===== src/rtl/regfile_sweep_if.sv =====
// Bus bundle for regfile_sweep: write, read, pending, sweep and debug signals.
// Master drives the requests; slave is the register file.
interface regfile_sweep_if #(
    parameter int DATA_W = 32,
    parameter int ADDR_W = 5
);
    logic              ctrl_writeEnable;
    logic [ADDR_W-1:0] ctrl_writeReg;
    logic [DATA_W-1:0] data_writeReg;
    logic [ADDR_W-1:0] ctrl_readRegA;
    logic [ADDR_W-1:0] ctrl_readRegB;
    logic [DATA_W-1:0] data_readRegA;
    logic [DATA_W-1:0] data_readRegB;
    logic              pend_readRegA;
    logic              pend_readRegB;
    logic              ctrl_setPending;
    logic [ADDR_W-1:0] ctrl_pendingReg;
    logic              ctrl_clear;
    logic              clear_busy;
    logic [ADDR_W-1:0] ctrl_debugReg;
    logic [DATA_W-1:0] data_debug;

    modport master (
        output ctrl_writeEnable,
        output ctrl_writeReg,
        output data_writeReg,
        output ctrl_readRegA,
        output ctrl_readRegB,
        input  data_readRegA,
        input  data_readRegB,
        input  pend_readRegA,
        input  pend_readRegB,
        output ctrl_setPending,
        output ctrl_pendingReg,
        output ctrl_clear,
        input  clear_busy,
        output ctrl_debugReg,
        input  data_debug
    );

    modport slave (
        input  ctrl_writeEnable,
        input  ctrl_writeReg,
        input  data_writeReg,
        input  ctrl_readRegA,
        input  ctrl_readRegB,
        output data_readRegA,
        output data_readRegB,
        output pend_readRegA,
        output pend_readRegB,
        input  ctrl_setPending,
        input  ctrl_pendingReg,
        input  ctrl_clear,
        output clear_busy,
        input  ctrl_debugReg,
        output data_debug
    );
endinterface


===== src/rtl/regfile_sweep.sv =====
// Register file with pending scoreboard, soft-clear sweep and debug tap.
// Optional write-to-read forwarding when REGFILE_BYPASS_EN is defined.
module regfile_sweep #(
    parameter int DATA_W = 32,
    parameter int ADDR_W = 5
) (
    input  logic            clock,
    input  logic            ctrl_reset,
    regfile_sweep_if.slave  bus
);
    localparam int DEPTH = 1 << ADDR_W;
    localparam logic [ADDR_W-1:0] LAST = ADDR_W'(DEPTH - 1);
    localparam logic [ADDR_W-1:0] FIRST = ADDR_W'(1);

    typedef enum logic {
        IDLE,
        SWEEP
    } state_t;

    state_t            state;
    logic [ADDR_W-1:0] idx;
    logic [DATA_W-1:0] regs [DEPTH];
    logic [DEPTH-1:0]  pend;
    logic [DATA_W-1:0] debug_q;

    logic              busy;
    logic              wr_ok;
    logic              set_ok;
    logic [DATA_W-1:0] data_a;
    logic [DATA_W-1:0] data_b;
    logic              pend_a;
    logic              pend_b;

    assign busy   = (state == SWEEP);
    assign wr_ok  = bus.ctrl_writeEnable
                  && (bus.ctrl_writeReg != '0)
                  && !busy;
    assign set_ok = bus.ctrl_setPending
                  && (bus.ctrl_pendingReg != '0)
                  && !busy;

    assign bus.clear_busy    = busy;
    assign bus.data_debug    = debug_q;
    assign bus.data_readRegA = data_a;
    assign bus.data_readRegB = data_b;
    assign bus.pend_readRegA = pend_a;
    assign bus.pend_readRegB = pend_b;

    always_ff @(posedge clock) begin
        if (!ctrl_reset) begin
            for (int i = 0; i < DEPTH; i++) begin
                regs[i] <= '0;
            end
            pend    <= '0;
            state   <= IDLE;
            idx     <= FIRST;
            debug_q <= '0;
        end else begin
            // Tap shows stored contents only, sampled before this edge's update.
            debug_q <= regs[bus.ctrl_debugReg];
            unique case (state)
                IDLE: begin
                    if (wr_ok) begin
                        regs[bus.ctrl_writeReg] <= bus.data_writeReg;
                        pend[bus.ctrl_writeReg] <= 1'b0;
                    end
                    // A same-cycle set overrides the write's clear.
                    if (set_ok) begin
                        pend[bus.ctrl_pendingReg] <= 1'b1;
                    end
                    if (bus.ctrl_clear) begin
                        state <= SWEEP;
                        idx   <= FIRST;
                    end
                end
                SWEEP: begin
                    regs[idx] <= '0;
                    pend[idx] <= 1'b0;
                    if (idx == LAST) begin
                        state <= IDLE;
                        idx   <= FIRST;
                    end else begin
                        idx <= idx + FIRST;
                    end
                end
                default: begin
                    state <= IDLE;
                    idx   <= FIRST;
                end
            endcase
        end
    end

    always_comb begin
        data_a = '0;
        pend_a = 1'b0;
        if (bus.ctrl_readRegA != '0) begin
            data_a = regs[bus.ctrl_readRegA];
            pend_a = pend[bus.ctrl_readRegA];
        end
`ifdef REGFILE_BYPASS_EN
        if (wr_ok && (bus.ctrl_writeReg == bus.ctrl_readRegA)) begin
            data_a = bus.data_writeReg;
            pend_a = set_ok
                   && (bus.ctrl_pendingReg == bus.ctrl_readRegA);
        end
`endif
    end

    always_comb begin
        data_b = '0;
        pend_b = 1'b0;
        if (bus.ctrl_readRegB != '0) begin
            data_b = regs[bus.ctrl_readRegB];
            pend_b = pend[bus.ctrl_readRegB];
        end
`ifdef REGFILE_BYPASS_EN
        if (wr_ok && (bus.ctrl_writeReg == bus.ctrl_readRegB)) begin
            data_b = bus.data_writeReg;
            pend_b = set_ok
                   && (bus.ctrl_pendingReg == bus.ctrl_readRegB);
        end
`endif
    end
endmodule


===== src/flat_wrapper.sv =====
// flat-port wrapper written by rule: the top's interface ports become plain ports
module regfile_sweep_flat 
#(
    parameter int DATA_W = 32,
    parameter int ADDR_W = 5
)
  (clock, ctrl_reset, bus_ctrl_writeEnable, bus_ctrl_writeReg, bus_data_writeReg, bus_ctrl_readRegA, bus_ctrl_readRegB, bus_data_readRegA, bus_data_readRegB, bus_pend_readRegA, bus_pend_readRegB, bus_ctrl_setPending, bus_ctrl_pendingReg, bus_ctrl_clear, bus_clear_busy, bus_ctrl_debugReg, bus_data_debug);
  regfile_sweep_if #(.DATA_W(DATA_W), .ADDR_W(ADDR_W)) bus_i ();
  input  logic clock;
  input  logic ctrl_reset;
  input wire logic [$bits(bus_i.ctrl_writeEnable)-1:0] bus_ctrl_writeEnable;
  input wire logic [$bits(bus_i.ctrl_writeReg)-1:0] bus_ctrl_writeReg;
  input wire logic [$bits(bus_i.data_writeReg)-1:0] bus_data_writeReg;
  input wire logic [$bits(bus_i.ctrl_readRegA)-1:0] bus_ctrl_readRegA;
  input wire logic [$bits(bus_i.ctrl_readRegB)-1:0] bus_ctrl_readRegB;
  output wire logic [$bits(bus_i.data_readRegA)-1:0] bus_data_readRegA;
  output wire logic [$bits(bus_i.data_readRegB)-1:0] bus_data_readRegB;
  output wire logic [$bits(bus_i.pend_readRegA)-1:0] bus_pend_readRegA;
  output wire logic [$bits(bus_i.pend_readRegB)-1:0] bus_pend_readRegB;
  input wire logic [$bits(bus_i.ctrl_setPending)-1:0] bus_ctrl_setPending;
  input wire logic [$bits(bus_i.ctrl_pendingReg)-1:0] bus_ctrl_pendingReg;
  input wire logic [$bits(bus_i.ctrl_clear)-1:0] bus_ctrl_clear;
  output wire logic [$bits(bus_i.clear_busy)-1:0] bus_clear_busy;
  input wire logic [$bits(bus_i.ctrl_debugReg)-1:0] bus_ctrl_debugReg;
  output wire logic [$bits(bus_i.data_debug)-1:0] bus_data_debug;
  assign bus_i.ctrl_writeEnable = bus_ctrl_writeEnable;
  assign bus_i.ctrl_writeReg = bus_ctrl_writeReg;
  assign bus_i.data_writeReg = bus_data_writeReg;
  assign bus_i.ctrl_readRegA = bus_ctrl_readRegA;
  assign bus_i.ctrl_readRegB = bus_ctrl_readRegB;
  assign bus_data_readRegA = bus_i.data_readRegA;
  assign bus_data_readRegB = bus_i.data_readRegB;
  assign bus_pend_readRegA = bus_i.pend_readRegA;
  assign bus_pend_readRegB = bus_i.pend_readRegB;
  assign bus_i.ctrl_setPending = bus_ctrl_setPending;
  assign bus_i.ctrl_pendingReg = bus_ctrl_pendingReg;
  assign bus_i.ctrl_clear = bus_ctrl_clear;
  assign bus_clear_busy = bus_i.clear_busy;
  assign bus_i.ctrl_debugReg = bus_ctrl_debugReg;
  assign bus_data_debug = bus_i.data_debug;
  regfile_sweep #(.DATA_W(DATA_W), .ADDR_W(ADDR_W)) u_core (.clock(clock), .ctrl_reset(ctrl_reset), .bus(bus_i));
endmodule

===== config.mk =====
export PLATFORM = sky130hd
export DESIGN_NAME = regfile_sweep_flat
export DESIGN_NICKNAME = d
export VERILOG_FILES = /design/src/rtl/regfile_sweep_if.sv /design/src/rtl/regfile_sweep.sv /design/src/flat_wrapper.sv
export SDC_FILE = /design/constraint.sdc
export NUM_CORES = 2
export LEC_CHECK = 0
export ABC_CLOCK_PERIOD_IN_PS = 6000
export CAP_MARGIN = 20
export CORE_ASPECT_RATIO = 1.2
export CORE_UTILIZATION = 55
export CTS_CLUSTER_DIAMETER = 50
export CTS_CLUSTER_SIZE = 30
export DETAILED_ROUTE_END_ITERATION = 10
export GPL_TIMING_DRIVEN = 1
export HOLD_SLACK_MARGIN = 0.02
export PLACE_DENSITY = 0.7
export RECOVER_POWER = 50
export SYNTH_ARGS = -nofsm -noshare
export SYNTH_HDL_FRONTEND = slang
export SYNTH_SLANG_ARGS = --single-unit

===== constraint.sdc =====
create_clock -name clock -period 6 [get_ports clock]
set_clock_uncertainty 0.15 [all_clocks]
set_input_delay 1.2 -clock clock [delete_from_list [all_inputs] [get_ports clock]]
set_output_delay 1.2 -clock clock [all_outputs]
set_load 0.02 [all_outputs]

; Word level (Yosys, flattened, before mapping)
; Memories as Yosys holds them, arrays and structs flattened. A register that Yosys moved wholly into a read port is not among the register bits.
; Index checks and enable logic that the tools add are counted.
[word_totals]
memories = 1
in_bits = 62
ff_bits = 38
ram_bits = 1024
out_inout_bits = 99
word_cells = 75
[classes]
magnitude_cmp = 8
add_sub_neg = 1
mux = 39
eq_ne = 2
reduce_logical = 15
bitwise = 6
[memory_table]
columns = memory, words, width, rd, rd_ports_with_merged_regs, wr, line_no
row1 = u_core.regs, 32, 32, 3, 1, 32, regfile_sweep.sv:22  ; logic [DATA_W-1:0] regs [DEPTH];
[ops]
columns = op, n
row1 = 2-to-1 mux 32 bit, 8
row2 = AND 32 bit, 2
row3 = inverter 32 bit, 2
row4 = one-hot mux 32 bit (2 select lines), 1
row5 = OR reduction 32 bit, 2
row6 = bitwise OR 32 bit, 1
row7 = less-than comparator 5 x 6 -> 1 bit (second input constant), 5
row8 = 2-to-1 mux 5 bit, 4
row9 = nonzero test 5 bit, 4
row10 = 2-to-1 mux 1 bit, 19
row11 = demux 1 bit (select 5 bit), 3
row12 = greater-or-equal comparator 5 x 1 -> 1 bit (second input constant), 3
row13 = binary-select mux 1 bit (select 5 bit), 2
row14 = one-hot mux 5 bit (2 select lines), 1
row15 = logical AND 1 bit, 7
row16 = adder 5 x 1 -> 5 bit (second input constant), 1
row17 = equality test 5 bit (second input constant), 1
row18 = zero test 1 bit, 2
row19 = != test 2 bit (second input constant), 1
row20 = one-hot mux 1 bit (2 select lines), 1
row21 = inverter 1 bit, 1

; Depth between registers and ports, before layout
[depth]
ltp_word = 12
ltp_mapped = 9
depth_no_buf = 8

; Worst setup path after synthesis
; OpenSTA, ideal clock, no wires.
[synth_timing]
kind = input to register
start = in bus_ctrl_writeReg[1]
end = mem u_core.regs[18][0] (enable)
path_buffers = 2
t_arrival_ps = 4656
t_required_ps = 5384
path_stages = 6
setup_time_ps = 466
setup_slack_ps = 728
cell_sequence = buf_2 > nor2_2 > a2111oi_2 > o21ai_1 > clkbuf_1 > o21ai_0
[synth_lines]
columns = element, line_no
row1 = "start, declared", flat_wrapper.sv:12  ; input wire logic [$bits(bus_i.ctrl_writeReg)-1:0] bus_ctrl_writeReg;
row2 = "end, declared", regfile_sweep.sv:22

==> results.md <==
* Worst-margin pin slew at 3.04 ns
* Normalized max-slew margin at -1.03
* Clock buffer depth at 3
* Largest net degree at the start of global routing at 78
* Netlist Area Pre-Place at 63800 um2
* I/O pins at 161
* Vias in the first global route at 48541
* GP Congestion at 0.972
* Final Slew Violations at 602
* Setup ws final at -0.0634 ns
* Starting DRT DRC Count at 9666
* HPWL after DPL at 156000 um
* Predominant post-synthesis flop cell: edfxtp_1
* Critical Path End Type: register
* Synth area leaders: edfxtp_1 (48%), mux4_2 (25%), nor2_1 (6.0%)
* Hold Crit Class: reg2reg
* Max-cap violation count at 20
* Area Overhead vs Synth at 12.5%
* Leakage power at 24.1 nW
* CTS tree: built
* Finished Cell Area at 71800 um2
* CP Launch Type: input pin
* H-Tree Depth at 3
* Worst Path Required at 6.29 ns
* Failing checks: capacitance limit, slew limit, setup timing
* Vias/cell at 7.89
* Placed cell area at 68300 um2
* F_max at 0.165 GHz
* Pre-antenna DRT Iters at 9
* Final wirelength at 254000 um
* Minimum clock period at 6.06 ns
* WP data arrival at 6.35 ns
* Yosys reg bits at 1094
* Die height at 375 um
* Sequential fraction of the synthesis area at 0.504
* Area share of the largest cell type after synthesis at 0.482
* Cts repair resizes at 0
* Input/output buffers at 160
* Mapped Cells at 4620
* Setup CP Type: in2reg
* Share of post-route cells with drive strength above 1 at 0.265
* Synthesis warning total at 0
* Post-synth cell types at 68
* Post-synth EDFFs at 1024
* Root buf cell: clkbuf_16
* Initial Util at 0.556
* Gr usage total at 0.430
* DR vias at 50008
* Final Setup Violations at 10
* RSZ-0062 raised after global routing: no
* Cts bufs inserted at 113
* Post-CTS Hold Buffers at 0
* Final period util at 1.01
* Most frequent cells in the layout: edfxtp_1 (1024), nor2_1 (1020), mux4_2 (696)
* Average size of a mapped cell at 13.8 um2
* Site row count at 136
* Clock Sinks at 1094
* Antenna violations before repair at 18
* Clock latency on the worst-skew pair at 0.77 ns
* Commonest non-fill, non-tap cell in the layout: edfxtp_1
* Status: finished with violations
* Die area at 117000 um2
* Yosys top cell by area: edfxtp_1
* # fillers at 8398
* Top fanout value on the critical path at 23
* Residual DRC at 0
* GRT overflow at 0
* Nets at 4783
* # Post-CTS Setup Buffers at 0
* Width of the chip at 313 um
* Final antenna-violating net count at 0
* Fin. Hold Viols at 0
* Worst vdd ir at 0.229 mV
* PnR Total Power at 19.7 mW
* Wirelength per Cell at 40.0 um
* First-pass GRT wire length at 353000 um
* Core footprint at 115000 um2
* Clock transition at path regs at 0.07 ns
* Share of flip-flops with an asynchronous set or reset at 0
* Power Density at 274 nW/um2
## cell type report
| cell class | instances | area, um2 | share of cell area |
|---|---|---|---|
| Clock inverter | 94 | 1110 | 0.0155 |
| Antenna cell | 10 | 25.0 | 0.000348 |
| Tap cell | 1518 | 1900 | 0.0264 |
| Timing Repair Buffer | 406 | 3760 | 0.0524 |
| Clock buffer | 118 | 2880 | 0.0401 |
| Multi-Input combinational cell | 3088 | 29900 | 0.417 |
| Sequential cell | 1094 | 32200 | 0.448 |
| Inverter | 13 | 50.0 | 0.000697 |
## per-stage QoR
| step | util | hold WS, ns | setup WS [ns] | cells | TNS, ns |
|---|---|---|---|---|---|
| finish | 0.625 | 0.335 | -0.0634 | 6341 | -0.510 |
| global route | 0.625 | 0.336 | 0.0536 | 6332 | 0 |
| CTS | 0.629 | 0.322 | 0.267 | 6330 | 0 |
| detailed placement | 0.595 | 0.303 | 0.289 | 6118 | 0 |
| global placement | 0.595 | 0.290 | 0.354 | 6118 | 0 |
| floorplan | - | 0.269 | 0.728 | 4651 | 0 |
## synth_stat cells, drive strengths merged, types with 62 or more instances
master / n
nor2: 1025
edfxtp: 1024
mux4: 696
mux2i: 282
clkbuf: 252
buf: 204
nand3: 139
a22oi: 110
o22ai: 93
nor3: 72
mux2: 71
dfxtp: 70
nor2b: 63
a211oi: 62
a21oi: 62
## power breakdown
| part | leakage (nW) | internal, mW | switching, mW | total, mW |
|---|---|---|---|---|
| sequential | 11.1 | 8.65 | 0.245 | 8.90 |
| combinational | 11.0 | 1.26 | 2.00 | 3.26 |
| clock | 1.91 | 4.02 | 3.54 | 7.55 |
## sequential cells by signal, indices dropped and copies added (netlist names)
name	cells
u_core.bus.data_debug	32
u_core.pend	32
u_core.regs	1024
u_core.idx	5
u_core.bus.clear_busy	1
## kinds of logic (layout without fill, tap and decap cells)
group,count (synthesis),in the layout,share of synthesized area
flops,1094,1094,0.504
compound gates,533,533,0.0595
mux,1049,1049,0.302
fa+ha+maj,5,5,0.000980
buf+inv,469,631,0.0341
simple gates,1469,1469,0.0994
other cells,1,42,0.0000587
## critical path, stage by stage
cell and delay (ns):
clkbuf_1 0.47, clkinvlp_2 1.58, a21oi_1 0.71, nand2_1 0.45, o21ai_1 1.42, buf_4 0.47
## per-layer routing
metal  global-route usage  share of wire  vias to the layer above
li1                     -              -                    18667
met1                0.534           0.31                    24794
met3                0.157           0.17                     1283
met4                0.314          0.088                       18
met2                0.620           0.43                     5246
met5              0.00331        0.00071                        -
## worst paths after layout
kind	endpoint	from	cells after the start	slack, ns
worst max-delay path	u_core.regs[12][3]	ctrl_reset	6	-0.06
worst min-delay path	u_core.pend[0]	u_core.pend[0]	2	0.33
worst min register to register	u_core.pend[0]	u_core.pend[0]	2	0.33
worst max register to register	u_core.regs[17][15]	u_core.bus.clear_busy	6	1.22
Power figures use the tool's default switching activity.
